$ cat src/rtl/breath_pkg.sv
// Shared definitions for the multi-channel LED breathing generator:
// channel state encoding, default build constants and a small width helper.
package breath_pkg;

  typedef enum logic [1:0] {
    IDLE = 2'd0,
    RISE = 2'd1,
    HOLD = 2'd2,
    FALL = 2'd3
  } state_e;

  localparam int NCH_DEF      = 4;
  localparam int DW_DEF       = 4;
  localparam int MAX_DUTY_DEF = 10;
  localparam int STEP_W_DEF   = 10;
  localparam int HOLD_W_DEF   = 12;

  function automatic int max_int(input int a, input int b);
    return (a > b) ? a : b;
  endfunction

endpackage

$ cat src/rtl/breath_chan.sv
// One breathing channel: start edge detect, IDLE/RISE/HOLD/FALL sequencer,
// step/hold down-counter and duty register; outputs change on the sampling edge.
module breath_chan
  import breath_pkg::*;
#(
  parameter int DW       = DW_DEF,
  parameter int MAX_DUTY = MAX_DUTY_DEF,
  parameter int STEP_W   = STEP_W_DEF,
  parameter int HOLD_W   = HOLD_W_DEF
) (
  input  logic              clk,
  input  logic              rst,
  input  logic              start_i,
  input  logic              stop_i,
  input  logic              loop_mode_i,
  input  logic [STEP_W-1:0] step_len_i,
  input  logic [HOLD_W-1:0] hold_len_i,
  output logic [DW-1:0]     duty_o,
  output logic              busy_o,
  output logic              done_o
);

  localparam int TW = max_int(STEP_W, HOLD_W);
  localparam logic [DW-1:0] PEAK = DW'(MAX_DUTY);

  state_e        state_q, state_d;
  logic [TW-1:0] tmr_q, tmr_d;
  logic [DW-1:0] duty_q, duty_d;
  logic          busy_q, busy_d;
  logic          done_q, done_d;
  logic          start_r_q;

  logic          rise_w, tick_w;
  logic [TW-1:0] step_ext, hold_ext, step_rl, hold_rl;
  logic [DW-1:0] duty_inc, duty_dec;

  assign rise_w   = start_i & ~start_r_q;
  assign tick_w   = (state_q != IDLE) && (tmr_q == '0);
  assign step_ext = TW'(step_len_i);
  assign hold_ext = TW'(hold_len_i);
  // A zero length behaves as one cycle, so the reload value saturates at 0.
  assign step_rl  = (step_ext == '0) ? '0 : step_ext - TW'(1);
  assign hold_rl  = (hold_ext == '0) ? '0 : hold_ext - TW'(1);
  assign duty_inc = duty_q + DW'(1);
  assign duty_dec = duty_q - DW'(1);

  always_comb begin
    state_d = state_q;
    tmr_d   = tmr_q;
    duty_d  = duty_q;
    busy_d  = busy_q;
    done_d  = 1'b0;
    if (stop_i) begin
      state_d = IDLE;
      tmr_d   = '0;
      duty_d  = '0;
      busy_d  = 1'b0;
    end else begin
      case (state_q)
        IDLE: begin
          if (rise_w) begin
            state_d = RISE;
            busy_d  = 1'b1;
            tmr_d   = step_rl;
          end
        end
        RISE: begin
          if (tick_w) begin
            duty_d = duty_inc;
            tmr_d  = step_rl;
            if (duty_inc == PEAK) begin
              state_d = HOLD;
              tmr_d   = hold_rl;
            end
          end else begin
            tmr_d = tmr_q - TW'(1);
          end
        end
        HOLD: begin
          if (tick_w) begin
            state_d = FALL;
            tmr_d   = step_rl;
          end else begin
            tmr_d = tmr_q - TW'(1);
          end
        end
        FALL: begin
          if (tick_w) begin
            duty_d = duty_dec;
            tmr_d  = step_rl;
            if (duty_dec == '0) begin
              if (loop_mode_i) begin
                state_d = RISE;
              end else begin
                state_d = IDLE;
                tmr_d   = '0;
                busy_d  = 1'b0;
                done_d  = 1'b1;
              end
            end
          end else begin
            tmr_d = tmr_q - TW'(1);
          end
        end
        default: state_d = IDLE;
      endcase
    end
  end

  always_ff @(posedge clk or posedge rst) begin
    if (rst) begin
      state_q   <= IDLE;
      tmr_q     <= '0;
      duty_q    <= '0;
      busy_q    <= 1'b0;
      done_q    <= 1'b0;
      start_r_q <= 1'b0;
    end else begin
      state_q   <= state_d;
      tmr_q     <= tmr_d;
      duty_q    <= duty_d;
      busy_q    <= busy_d;
      done_q    <= done_d;
      start_r_q <= start_i;
    end
  end

  assign duty_o = duty_q;
  assign busy_o = busy_q;
  assign done_o = done_q;

endmodule

$ cat src/rtl/breath_ramp_multi.sv
// NCH independent breathing channels sharing one free-running PWM counter.
// Define BREATH_PWM_EN to build the counter and registered compare; otherwise pwm is held low.
module breath_ramp_multi
  import breath_pkg::*;
#(
  parameter int NCH      = NCH_DEF,
  parameter int DW       = DW_DEF,
  parameter int MAX_DUTY = MAX_DUTY_DEF,
  parameter int STEP_W   = STEP_W_DEF,
  parameter int HOLD_W   = HOLD_W_DEF
) (
  input  logic              clk,
  input  logic              rst,
  input  logic [NCH-1:0]    start,
  input  logic [NCH-1:0]    stop,
  input  logic              loop_mode,
  input  logic [STEP_W-1:0] step_len,
  input  logic [HOLD_W-1:0] hold_len,
  output logic [NCH*DW-1:0] duty,
  output logic [NCH-1:0]    busy,
  output logic [NCH-1:0]    done,
  output logic [NCH-1:0]    pwm
);

  for (genvar g = 0; g < NCH; g++) begin : g_ch
    breath_chan #(
      .DW       (DW),
      .MAX_DUTY (MAX_DUTY),
      .STEP_W   (STEP_W),
      .HOLD_W   (HOLD_W)
    ) u_chan (
      .clk         (clk),
      .rst         (rst),
      .start_i     (start[g]),
      .stop_i      (stop[g]),
      .loop_mode_i (loop_mode),
      .step_len_i  (step_len),
      .hold_len_i  (hold_len),
      .duty_o      (duty[g*DW +: DW]),
      .busy_o      (busy[g]),
      .done_o      (done[g])
    );
  end

`ifdef BREATH_PWM_EN
  logic [DW-1:0]  pcnt_q, pcnt_d;
  logic [NCH-1:0] pwm_q, pwm_d;

  always_comb begin
    pcnt_d = (pcnt_q == DW'(MAX_DUTY - 1)) ? '0 : pcnt_q + DW'(1);
    pwm_d  = '0;
    for (int i = 0; i < NCH; i++) begin
      pwm_d[i] = duty[i*DW +: DW] > pcnt_q;
    end
  end

  always_ff @(posedge clk or posedge rst) begin
    if (rst) begin
      pcnt_q <= '0;
      pwm_q  <= '0;
    end else begin
      pcnt_q <= pcnt_d;
      pwm_q  <= pwm_d;
    end
  end

  assign pwm = pwm_q;
`else
  assign pwm = '0;
`endif

endmodule

$ cat config.mk
export PLATFORM = sky130hd
export DESIGN_NAME = breath_ramp_multi
export DESIGN_NICKNAME = d
export VERILOG_FILES = /design/src/rtl/breath_pkg.sv /design/src/rtl/breath_chan.sv /design/src/rtl/breath_ramp_multi.sv
export SDC_FILE = /design/constraint.sdc
export NUM_CORES = 1
export LEC_CHECK = 0
export BUFFER_PORTS_ARGS = -buffer_cell sky130_fd_sc_hd__buf_2
export CORE_UTILIZATION = 50
export CTS_BUF_LIST = sky130_fd_sc_hd__clkbuf_8
export DETAILED_ROUTE_END_ITERATION = 7
export GPL_ROUTABILITY_DRIVEN = 0
export PLACE_DENSITY = 0.68
export SETUP_SLACK_MARGIN = 0.4
export SYNTH_ARGS = -nofsm -noshare
export SYNTH_HDL_FRONTEND = slang
export SYNTH_SLANG_ARGS = --single-unit
$ cat constraint.sdc
create_clock -name clk -period 3.72 [get_ports clk]
set_clock_uncertainty 0.05 [all_clocks]
set_input_delay 0.186 -clock clk [delete_from_list [all_inputs] [get_ports clk]]
set_output_delay 0.186 -clock clk [all_outputs]
set_load 0.01 [all_outputs]
* After elaboration in Yosys (flattened, before gate mapping)
Index checks and enable logic that the tools add are counted.
** Storage, ports and cells
- Bits in registers :: 84
- Output and inout port bits :: 28
** Cells by class
- Reductions and logical operators :: 42
- Eq/ne operators :: 44
- Bitwise gates (word level) :: 8
- Add/subtract/negate cells :: 14
- Mux-type cells :: 122
** Operators by type and width (number)
- $mux W12 :: 31
- $pmux W12 S4 :: 4
- $logic_not A12 Y1 :: 6
- $ne A3 B2 Y1 const B :: 24
- $sub A12 B1 Y12 const B :: 5
- $mux W2 :: 28
- $mux W4 :: 12
- $mux W1 :: 35
- $pmux W2 S4 :: 4
- $pmux W4 S2 :: 4
- $reduce_and A6 Y1 :: 4
- $reduce_bool A3 Y1 :: 8
- $reduce_and A5 Y1 :: 4
- $add A4 B1 Y4 const B :: 4
- $eq A2 B2 Y1 const B :: 8
- $eq A4 B4 Y1 const B :: 4
- $logic_not A4 Y1 :: 4
- $sub A4 B1 Y4 const B :: 4
- $ne A3 B3 Y1 const B :: 4
- $reduce_and A3 Y1 :: 4
- $sub A10 B1 Y11 const B :: 1
- $eq A2 B1 Y1 const B :: 4
- $logic_not A2 Y1 :: 4
- $pmux W1 S2 :: 4
- 4 further kinds :: 16

* Longest topological paths before layout
- Depth after elaboration :: 7
- Mapped depth :: 10
- Depth with buffers taken out :: 8

* Modules after synthesis
From an unflattened synthesis, not the netlist that was laid out.
** Second synthesis, totals
- Cell total of the unflattened synthesis :: 1268
- Area total of the unflattened synthesis :: 9646.8 sq um
** Modules (own cells, without submodules)
- breath_chan (g_ch[2].u_chan) :: times used 1, area an instance 2433.6 sq um, cells each 318
- breath_chan (g_ch[0].u_chan) :: times used 1, area an instance 2419.8 sq um, cells each 319
- breath_chan (g_ch[3].u_chan) :: times used 1, area an instance 2387.3 sq um, cells each 312
- breath_chan (g_ch[1].u_chan) :: times used 1, area an instance 2372.3 sq um, cells each 314
- breath_ramp_multi :: times used 1, area an instance 33.8 sq um, cells each 5

* Worst setup path after synthesis
Ideal clock, no wire load.
- Kind :: register to register
- From :: reg g_ch[1].u_chan.state_q[0]
- To :: reg g_ch[1].u_chan.tmr_q[1]
- Buffers on the path :: 2
- Setup slack :: 1057 ps
- Data required time :: 3526 ps
- Data arrival time :: 2469 ps
- Library setup time :: 144 ps
- Stages on the path, launching flop included :: 11
- Cells stage by stage :: dfrtp_1 inv_1 ha_1 buf_2 or4b_1 nor4_4 o2111ai_1 a21o_1 buf_2 a221oi_1 a2111oi_0
** On the way
- Longest elaborated chain between the ends :: 5
- Elaborated cells on any way between the ends :: 12
- Classes of those cells :: 4 x eq/ne; 5 x mux; 3 x reduce/logical
** RTL lines
- start: declaration :: RTL line breath_chan.sv:26 : state_e state_q, state_d;
- start signal: assignment :: RTL line breath_chan.sv:119 : state_q <= state_d;
- $reduce_bool A2 Y1 :: RTL line breath_chan.sv:38 : assign tick_w = (state_q != IDLE) && (tmr_q == '0);
- $logic_and A1 B1 Y1 :: RTL line breath_chan.sv:38
- $mux W12, on equally long branches :: RTL line breath_chan.sv:88, breath_chan.sv:80, breath_chan.sv:68
- $pmux W12 S4 :: RTL line breath_chan.sv:59 : case (state_q)
- $mux W12 :: RTL line breath_chan.sv:53 : if (stop_i) begin
- end signal: assignment :: RTL line breath_chan.sv:120 : tmr_q <= tmr_d;
- end: declaration :: RTL line breath_chan.sv:27 : logic [TW-1:0] tmr_q, tmr_d;
Parallel ways exist; a longest one is shown, timed or not.
A chain may end at the register's enable or synchronous reset.

* Worst setup path after layout
- From :: reg g_ch[2].u_chan.tmr_q[0]
- To :: reg g_ch[2].u_chan.state_q[1]
** On the way
- Longest elaborated chain between the ends :: 4
- Elaborated cells on any way between the ends :: 6
- Classes of those cells :: 3 x eq/ne; 3 x reduce/logical
** RTL lines (RTL line)
- start: declaration :: breath_chan.sv:27
- start signal: assignment :: breath_chan.sv:120
- $logic_not A12 Y1 * :: breath_chan.sv:38
- $logic_and A1 B1 Y1 * :: breath_chan.sv:38
- $ne A3 B2 Y1 (no source line)
- $reduce_and A6 Y1 (no source line) *
- end signal: assignment :: breath_chan.sv:119
- end: declaration :: breath_chan.sv:26
Every way passes the cells marked *; elsewhere a longest branch is shown, timed or not.

==> parameters.txt <==
Parameter                              Value

Outcome
  Status ... finished clean

Final layout
  Final nets ... 1,180
  Diode insertion count for antenna repair ... 0
  Area added between synthesis and finish ... 8.321%
  Proportion of layout cells with a drive suffix above 1 ... between 10% and 20%
  Footprint of the flip-flops and latches ... roughly 2100 um2
  Area of the multi-input gates ... around 5500 um2
  Fillers ... 1,565

CTS
  Post-CTS resize count ... 0
  Clock buffer count from CTS ... 9
  Largest buffer count on any clock path ... 2
  Clk root buf ... sky130_fd_sc_hd__clkbuf_8
  Clock latency at the later pin of the worst-skew pair ... about 0.4 ns
  Number of levels the H-tree was split into ... 3
  Clk slew on worst S/H paths ... ~0.09 ns
  Number of post-CTS setup repair buffers ... 0
  Cts hold-fix bufs ... 5
  Total number of clock tree sinks ... 84
  TritonCTS clock tree ... done

Drt
  Via density per instance ... roughly 6.5
  Total via count after detailed routing ... about 8,600
  Initial detailed-routing violation count ... approximately 920
  Average wire length per cell after detail routing ... ~20 um
  DRC violation count after routing ... 0
  Routed WL ... around 26,000 um
  Pre-antenna DRT Iters ... 6
  Number of nets still failing antenna checks after routing ... 0

Synthesis
  Distinct cell type count after synthesis ... 79
  Synthesized area ... 8135 um2
  Avg Synthesized Cell Area ... 7.561 um2
  Portion of synthesized cell area occupied by the leading cell type ... between 20 and 30%
  Post-Synthesis Cells ... 1,076
  Seq/Total Area, Yosys ... approximately 26%
  Count of flip-flops with a built-in enable after synthesis ... 0
  Main synth FF type ... sky130_fd_sc_hd__dfrtp_1
  Register bit count reported by yosys ... 84
  Cell accounting for the most synthesized area ... sky130_fd_sc_hd__dfrtp_1
  FFs w/ async S/R, synth ... between 90% and 100%
  Number of warnings printed during yosys synthesis ... 0
  Most area-consuming cells after synthesis ... sky130_fd_sc_hd__dfrtp_1 26%, sky130_fd_sc_hd__ha_1 6.8%, sky130_fd_sc_hd__a21oi_1 6.3%

Power
  VDD IR-drop max ... around 430 uV
  Power per unit of standard cell area ... roughly 710 nW/um2
  Static leakage ... between 0.003 and 0.004 uW

STA
  Maximum clock frequency ... 0.3273 GHz
  Tightest Pin Transition ... a little over 1 ns
  Setup repair after global routing missed its margin ... no
  Final critical-path share of the clock period ... between 80% and 90%
  Hold violation total from the final report ... 0
  Worst setup slack after layout ... roughly 0.66 ns
  Worst slew margin ... a little under a third
  Sum of negative setup slack ... 0 ns
  Final critical path time including I/O delays and setup ... 3.055 ns
  Number of endpoints failing setup at the final stage ... 0
  Max Transition Viols Final ... 0

Die
  Core Area ... between 15,000 and 20,000 um2
  Initial Util ... between 50% and 60%
  Die area ... about 17,000 um2
  Chip Height ... between 100 and 150 um
  Number of rows created at floorplan ... 46
  Horizontal extent of the die ... approximately 130 um
  Top-level I/O count ... 61

Placed design
  Sum of net half-perimeters after detailed placement ... 18,640 um
  Worst setup timing slack at the placement stage ... about 0.8 ns
  Number of buffers added on ports ... 56

Setup path
  Arrival @ worst endpoint ... 3.27 ns
  Crit. Startpoint ... g_ch[2].u_chan.tmr_q[0]
  Largest driver fanout on the critical path ... 8
  Classification of the worst setup path ... reg2reg
  Worst EP required ... approximately 3.9 ns
  Kind of start point of the critical path ... flop
  Critical Path Sink Type ... flop
  Reg2reg start ... g_ch[2].u_chan.tmr_q[0]

Global routing
  Pin count of the biggest net entering global routing ... 40
  Global-route wire length before repair ... approximately 41,000 um
  Initial antenna violation count ... 0
  Gr ovfl total ... 0
  GRT Util Overall ... 31.92%
  Vias in the first global route ... 7,790

Worst hold path
  Hold WC Path Type ... in2reg
  Startpoint of the worst hold path ... stop[3]

Job
  Max Cap Viol ... 0
## worst paths after layout
kind	endpoint	slack, ns	cells past startpoint
setup / recovery	g_ch[2].u_chan.state_q[1]	0.66	8
hold / removal	g_ch[3].u_chan.duty_o[3]	0.08	2
setup reg to reg	g_ch[2].u_chan.state_q[1]	0.66	8
hold reg to reg	g_ch[2].u_chan.busy_o	0.49	2
max in group asynchronous	g_ch[2].u_chan.duty_o[3]	2.39	4
min in group asynchronous	g_ch[1].u_chan.start_r_q	0.39	3
## per-stage QoR
| stage | cells | instance area [um2] | utilization, % | hold WS (ns) | power, uW |
|---|---|---|---|---|---|
| final | 1321 | 8812 | 55.47 | 0.07861 | 6242 |
| after global routing | 1321 | 8812 | 55.47 | 0.1084 | 6757 |
| after CTS | 1321 | 8812 | 55.47 | 0.07189 | 6156 |
| after detailed placement | 1303 | 8551 | 53.83 | 0.2744 | 5357 |
| after global placement | 1303 | 8551 | 53.83 | 0.2695 | 5328 |
| after floorplan | 1079 | 8147 | - | 0.1674 | 4473 |
## critical path, cell delays in order, from the launching register on
cell and delay [ns]:
sky130_fd_sc_hd__dfrtp_1 0.49, sky130_fd_sc_hd__inv_1 0.13, sky130_fd_sc_hd__ha_1 0.18, sky130_fd_sc_hd__nor3b_1 0.43, sky130_fd_sc_hd__nand4_1 0.44, sky130_fd_sc_hd__o31ai_1 0.30
sky130_fd_sc_hd__o21ai_0 0.28, sky130_fd_sc_hd__or2_2 0.35, sky130_fd_sc_hd__o311ai_0 0.29
## flip-flops by register name, summed over array words and instances, names as in the netlist
register / flops
g_ch.u_chan.tmr_q: 48
g_ch.u_chan.duty_o: 16
g_ch.u_chan.state_q: 8
g_ch.u_chan.busy_o: 4
g_ch.u_chan.done_o: 4
g_ch.u_chan.start_r_q: 4
## Yosys cell counts (4+ instances only)
cell type and count:
sky130_fd_sc_hd__nor2_1 109, sky130_fd_sc_hd__a21oi_1 102, sky130_fd_sc_hd__nand2_1 98, sky130_fd_sc_hd__dfrtp_1 84
sky130_fd_sc_hd__o21ai_0 81, sky130_fd_sc_hd__inv_1 57, sky130_fd_sc_hd__clkbuf_1 49, sky130_fd_sc_hd__ha_1 44
sky130_fd_sc_hd__nor3_1 35, sky130_fd_sc_hd__a31oi_1 27, sky130_fd_sc_hd__nand3_1 23, sky130_fd_sc_hd__mux2i_1 19
sky130_fd_sc_hd__o22ai_1 19, sky130_fd_sc_hd__a221oi_1 17, sky130_fd_sc_hd__xnor2_1 16, sky130_fd_sc_hd__xor2_1 15
sky130_fd_sc_hd__a211oi_1 13, sky130_fd_sc_hd__o211ai_1 13, sky130_fd_sc_hd__buf_4 12, sky130_fd_sc_hd__nand2b_1 12
sky130_fd_sc_hd__nor4_1 12, sky130_fd_sc_hd__o31ai_1 12, sky130_fd_sc_hd__nor3b_1 11, sky130_fd_sc_hd__or2_2 11
sky130_fd_sc_hd__nor2b_1 10, sky130_fd_sc_hd__or3_1 10, sky130_fd_sc_hd__a221o_1 9, sky130_fd_sc_hd__or4_1 8
sky130_fd_sc_hd__buf_2 7, sky130_fd_sc_hd__mux2_2 7, sky130_fd_sc_hd__nand4_1 7, sky130_fd_sc_hd__o21a_1 7
sky130_fd_sc_hd__a2111oi_0 6, sky130_fd_sc_hd__a21boi_0 5, sky130_fd_sc_hd__a21o_1 5, sky130_fd_sc_hd__a22oi_1 5
sky130_fd_sc_hd__a311oi_1 5, sky130_fd_sc_hd__and2_1 5, sky130_fd_sc_hd__and3_1 5, sky130_fd_sc_hd__nand3b_1 5
sky130_fd_sc_hd__a22o_1 4, sky130_fd_sc_hd__o41ai_1 4, sky130_fd_sc_hd__or3b_2 4
## layout make-up
cell class / instances / share of cell area, %
flip-flops and latches: 84 / 23.85
repair buffers: 84 / 5.708
multi-input cells: 867 / 62.53
well taps: 216 / 3.067
inverters: 57 / 2.442
clock buffers: 11 / 1.718
clock inverters: 2 / 0.6815
## power breakdown
group / total (uW) / internal (uW) / switching (uW)
Sequential: 1530 / 1160 / 366
Clock: 758 / 404 / 354
Combinational: 3960 / 1530 / 2420
Total: 6240 / 3100 / 3140
## cells by family (layout without fill, tap and decap cells)
logic type / count (synthesis) / after routing / synth area share [%]
muxes: 27 / 27 / 3.476
adders and majority gates: 44 / 44 / 6.767
DFF: 84 / 84 / 25.84
and+or+nand+nor: 383 / 383 / 23.72
buffers and inverters: 128 / 154 / 6.567
other: 1 / 4 / 0.04610
xor gates and xnor gates: 31 / 31 / 3.337
AOI/OAI and AO/OA: 378 / 378 / 30.25
## per-layer routing
metal	vias up	share of wire, %	track usage [%]
met5	-	0	0
met1	4021	41	41.84
met2	435	45	49.87
li1	4031	-	-
met4	0	4.4	17.31
met3	69	9.1	5.945
## placed cells by master (no fill, tap or decap), types with 23 or more instances in the layout
master,synthesis,final
sky130_fd_sc_hd__a21oi_1,102,102
sky130_fd_sc_hd__buf_4,12,23
sky130_fd_sc_hd__nor2_1,109,109
sky130_fd_sc_hd__ha_1,44,44
sky130_fd_sc_hd__nand3_1,23,23
sky130_fd_sc_hd__dfrtp_1,84,84
sky130_fd_sc_hd__a31oi_1,27,27
sky130_fd_sc_hd__o21ai_0,81,81
sky130_fd_sc_hd__inv_1,57,56
sky130_fd_sc_hd__nand2_1,98,98
sky130_fd_sc_hd__buf_2,7,56
sky130_fd_sc_hd__nor3_1,35,35
Note: power is estimated with default switching activity, not from simulation.
